**config.mk**
```make
export PLATFORM = sky130hd
export DESIGN_NAME = sobel_core
export DESIGN_NICKNAME = d
export VERILOG_FILES = /design/src/rtl/sobel_core.sv
export SDC_FILE = /design/constraint.sdc
export NUM_CORES = 1
export LEC_CHECK = 0
export BUFFER_PORTS_ARGS = -buffer_cell sky130_fd_sc_hd__clkbuf_2
export CAP_MARGIN = 20
export CORE_UTILIZATION = 50
export DETAILED_ROUTE_END_ITERATION = 7
export PLACE_DENSITY = 0.7
export SYNTH_ARGS = -nofsm -noshare
export SYNTH_HDL_FRONTEND = slang
export SYNTH_SLANG_ARGS = --single-unit
```
**constraint.sdc**
```tcl
create_clock -name clk -period 4.1 [get_ports clk]
set_input_delay 0.82 -clock clk [delete_from_list [all_inputs] [get_ports clk]]
set_output_delay 0.82 -clock clk [all_outputs]
set_load 0.01 [all_outputs]
```
**src/rtl/sobel_core.sv**
```systemverilog
// Streaming 3x3 Sobel edge detector: column window, gradient stage, then
// saturated |Gx|+|Gy| magnitude with threshold flag.
module sobel_core #(
  parameter int DW     = 10,
  parameter int LINE_W = 480,
  parameter int THRESH = 128
) (
  input  logic          clk,
  input  logic          rst,
  input  logic          valid_in,
  input  logic [DW-1:0] row0_in,
  input  logic [DW-1:0] row1_in,
  input  logic [DW-1:0] row2_in,
  output logic [DW-1:0] mag_out,
  output logic          edge_out,
  output logic          valid_out,
  output logic          eol_out
);

  localparam int GW = DW + 3;
  localparam int CW = $clog2(LINE_W);
  localparam logic [CW-1:0] COL_LAST = CW'(LINE_W - 1);
  localparam logic [CW-1:0] COL_FIRST_OUT = CW'(2);
  localparam logic [DW-1:0] THR = DW'(THRESH);

  function automatic logic signed [GW-1:0] ext(input logic [DW-1:0] v);
    return $signed({3'b000, v});
  endfunction

  function automatic logic [GW-1:0] abs_s(input logic signed [GW-1:0] v);
    return v[GW-1] ? GW'(-v) : GW'(v);
  endfunction

  function automatic logic [DW-1:0] sat_u(input logic [GW-1:0] v);
    return (v[GW-1:DW] != '0) ? {DW{1'b1}} : v[DW-1:0];
  endfunction

  logic [DW-1:0]          w_q [3][3];
  logic [CW-1:0]          col_q, col_d;
  logic                   vld_p0_q, eol_p0_q;
  logic signed [GW-1:0]   gx_p1_q, gy_p1_q, gx_d, gy_d;
  logic                   vld_p1_q, eol_p1_q;
  logic [GW-1:0]          mag_d;
  logic [DW-1:0]          sat_d;
  logic [DW-1:0]          mag_p2_q;
  logic                   edge_p2_q, vld_p2_q, eol_p2_q;

  // Stage p0: window shift and column tracking
  always_comb begin
    col_d = (col_q == COL_LAST) ? '0 : col_q + 1'b1;
  end

  always_ff @(posedge clk) begin
    if (rst) begin
      for (int r = 0; r < 3; r++)
        for (int c = 0; c < 3; c++)
          w_q[r][c] <= '0;
      col_q    <= '0;
      vld_p0_q <= 1'b0;
      eol_p0_q <= 1'b0;
    end else begin
      vld_p0_q <= valid_in && (col_q >= COL_FIRST_OUT);
      eol_p0_q <= valid_in && (col_q == COL_LAST);
      if (valid_in) begin
        for (int r = 0; r < 3; r++) begin
          w_q[r][0] <= w_q[r][1];
          w_q[r][1] <= w_q[r][2];
        end
        w_q[0][2] <= row0_in;
        w_q[1][2] <= row1_in;
        w_q[2][2] <= row2_in;
        col_q     <= col_d;
      end
    end
  end

  // Stage p1: signed gradients
  always_comb begin
    gx_d = (ext(w_q[0][2]) + (ext(w_q[1][2]) <<< 1) + ext(w_q[2][2]))
         - (ext(w_q[0][0]) + (ext(w_q[1][0]) <<< 1) + ext(w_q[2][0]));
    gy_d = (ext(w_q[2][0]) + (ext(w_q[2][1]) <<< 1) + ext(w_q[2][2]))
         - (ext(w_q[0][0]) + (ext(w_q[0][1]) <<< 1) + ext(w_q[0][2]));
  end

  always_ff @(posedge clk) begin
    if (vld_p0_q) begin
      gx_p1_q <= gx_d;
      gy_p1_q <= gy_d;
    end
  end

  always_ff @(posedge clk) begin
    if (rst) begin
      vld_p1_q <= 1'b0;
      eol_p1_q <= 1'b0;
    end else begin
      vld_p1_q <= vld_p0_q;
      eol_p1_q <= eol_p0_q;
    end
  end

  // Stage p2: magnitude, saturation, threshold; data holds between valids
  always_comb begin
    mag_d = abs_s(gx_p1_q) + abs_s(gy_p1_q);
    sat_d = sat_u(mag_d);
  end

  always_ff @(posedge clk) begin
    if (rst) begin
      mag_p2_q  <= '0;
      edge_p2_q <= 1'b0;
      vld_p2_q  <= 1'b0;
      eol_p2_q  <= 1'b0;
    end else begin
      vld_p2_q <= vld_p1_q;
      eol_p2_q <= eol_p1_q;
      if (vld_p1_q) begin
        mag_p2_q  <= sat_d;
        edge_p2_q <= (sat_d >= THR);
      end
    end
  end

  assign mag_out   = mag_p2_q;
  assign edge_out  = edge_p2_q;
  assign valid_out = vld_p2_q;
  assign eol_out   = eol_p2_q;

endmodule

```
==> qor.yml <==
status:
  outcome: "finished clean"
cells_and_area:
  utilization: 0.580
  areaGrowthSynthToFinish_pct: 13.2
  stdcell_count: 1045
  final_nets: 963
  final_layout_size_suffix_gt1_frac: 0.121
  diodes: 0
  post-route-cell-area_um2: 10100
placed_design:
  hpwl_um: 11500
  io_buffers: 45
  place_area_um2: 9370
  dp_cells: 1010
  dp_slack_ps: -57.8
  place.gp.congestion: 0.830
floorplan:
  die_area_um2: 18300
  core_um2: 17400
  die_y_um: 135
  fp.dieW_um: 135
  num_rows: 48
  io_pins: 46
  start_util: 0.512
synthesis:
  synth_edf_count: 116
  syn_nets: 911
  syn_avg_cell_area_um2: 11.8
  ys_seq_area_frac: 0.450
  synth_largest_area_cell: "edfxtp_1"
  synth_top_cell_area_share: 0.392
  synthTopCellsByArea: "edfxtp_1 39%, fa_1 18%, ha_1 6.2%"
  synth_cell_type_count: 53
  synthTopCellsByCount: "116 x edfxtp_1, 100 x inv_1, 79 x fa_1"
  ys_ff_latch: 142
  synth_most_common_cell: "edfxtp_1"
  ys_warn_count: 0
  ys.flop_type: "edfxtp_1"
  syn_inst: 755
  async_reset_ff_frac: 0
  synth_area_um2: 8890
power:
  pwr_density_cell_nw_per_um2: 612
  peakVddDrop_mv: 0.368
  total_power_mw: 6.16
  power_leakage_nw: 4.09
grt:
  grt_start_max_net_pins: 55
  grt_pass1_vias: 5730
  antenna_found_initial: 0
  track_usage: 0.189
  overflow: 0
  grt_pass1_wl_um: 26700
worst_setup_path:
  cp-start-kind: "flop"
  cp_max_fo: 2
  crit_type: "reg -> reg"
  end_kind: "flop"
  crit_top_cell: "fa_1"
  path_cells: "inv_2 > fa_1 > inv_1 > fa_1 > inv_1 > fa_1 > ha_1 > a21o_1 > a21o_1 > a21oi_2 > o21ai_2 > and4_4 > a2111oi_4 > xnor2_1"
  crit_path_top_delay_cell: "fa_1"
  cp.required_ps: 4270
  crit_family: "adder cells"
  r2r_slack_ps: 200
  crit_buf_inv: 3
  crit_arrival_ps: 4070
  critPathMaxStageDelay_ps: 530
drt:
  vias: 5427
  wl_um: 15500
  drc: 0
  drtAntennaViolNets: 0
  wl_per_cell_um: 14.8
  dr.pass1.iters: 5
  via_per_inst: 5.19
  drtIter0Drc: 291
timing:
  hold_violations: 0
  layout_min_cycle_time_ps: 3900
  worst_pin_slew_ps: 1020
  timing.final.ws_setup_ps: 203
  clock_skew_ps: 8.14
  setup_viol: 0
  rsz0062_at_grt: "false"
  fmax_mhz: 257
  relSlewSlack: 0.319
  finalCritPeriodShare: 0.951
  hold_ws_ps: 433
  drv_slew: 0
  timing.setup.tns_ps: 0
clocking:
  tritoncts: "yes"
  clock_latency_ps: 430
  cts-root-buf: "clkbuf_16"
  cts_made_buffers: 17
  clkTransAtPathRegs_ps: 60
  htreeDepth: 4
  clock_path_buffers: 2
  cts_sinks: 142
run:
  drv_cap: 0
min_path:
  worstHoldPathType: "reg -> reg"
per-layer routing:
metal / up-vias / GRT usage / wire (um)
met5: - / 0 / 0
met4: 0 / 0.0774 / 361
met3: 23 / 0.0389 / 442
met2: 105 / 0.312 / 7550
met1: 2646 / 0.243 / 7100
li1: 2653 / - / -
registers in the layout (all words and copies together), names as in the netlist, 9 cells and up:
register,count
col_q,9
mag_out,10
w_q,90
gx_p1_q,13
gy_p1_q,13
layout make-up:
cell class / count / area [um^2]
multi-input combinational: 495 / 4500
fill: 1364 / 7290
clock inverter: 7 / 42.5
sequential: 142 / 4000
inverter: 100 / 375
tap: 225 / 282
timing repair buffer: 51 / 303
clock buffer: 25 / 552
what timing repair did:
action                                  CTS  global route
endpoints found under the setup margin    3             7
hold buffers                              0             0
buffers inserted                          0             2
pin swaps                                 0            10
resized for setup                         6            13
where the power goes:
group          total, mW  internal, mW  switching (mW)
clock network       1.52         0.936           0.588
logic               2.73          1.25            1.48
registers           1.91          1.83          0.0815
final timing paths:
kind,startpoint,end,cells past startpoint
worst max-delay path,w_q[0][2],gy_p1_q[10],14
worst min-delay path,eol_p0_q,eol_p1_q,1
worst max register to register,w_q[0][2],gy_p1_q[10],14
worst min register to register,eol_p0_q,eol_p1_q,1
cell usage in the layout, fill, tap and decap left out, drive strengths merged, types with 3 or more instances in the layout:
cell type,Yosys,layout
and2,71,71
nand2,28,28
a211oi,14,14
or4,5,5
and3,4,4
a21boi,3,3
nand2b,6,6
xor2,16,16
ha,44,44
nor2b,12,12
nor2,58,58
o31ai,6,6
inv,100,103
a31oi,3,3
o21ai,22,22
buf,2,6
a21oi,20,20
clkbuf,16,70
edfxtp,116,116
a2111oi,4,4
nor3,16,16
nand3,5,5
a21o,6,6
or3,3,3
fa,79,79
nand4,8,8
xnor2,35,35
mux2i,3,3
clkinv,0,4
dfxtp,26,26
cells by family after synthesis:
kind of cell / count (synthesis) / synth area share
adders and majority gates: 123 / 0.240
xor gates and xnor gates: 51 / 0.0502
muxes: 3 / 0.00338
DFF: 142 / 0.450
and+or+nand+nor: 227 / 0.137
buffers and inverters: 118 / 0.0508
AOI/OAI and AO/OA: 91 / 0.0687
Power figures use the tool's default switching activity.
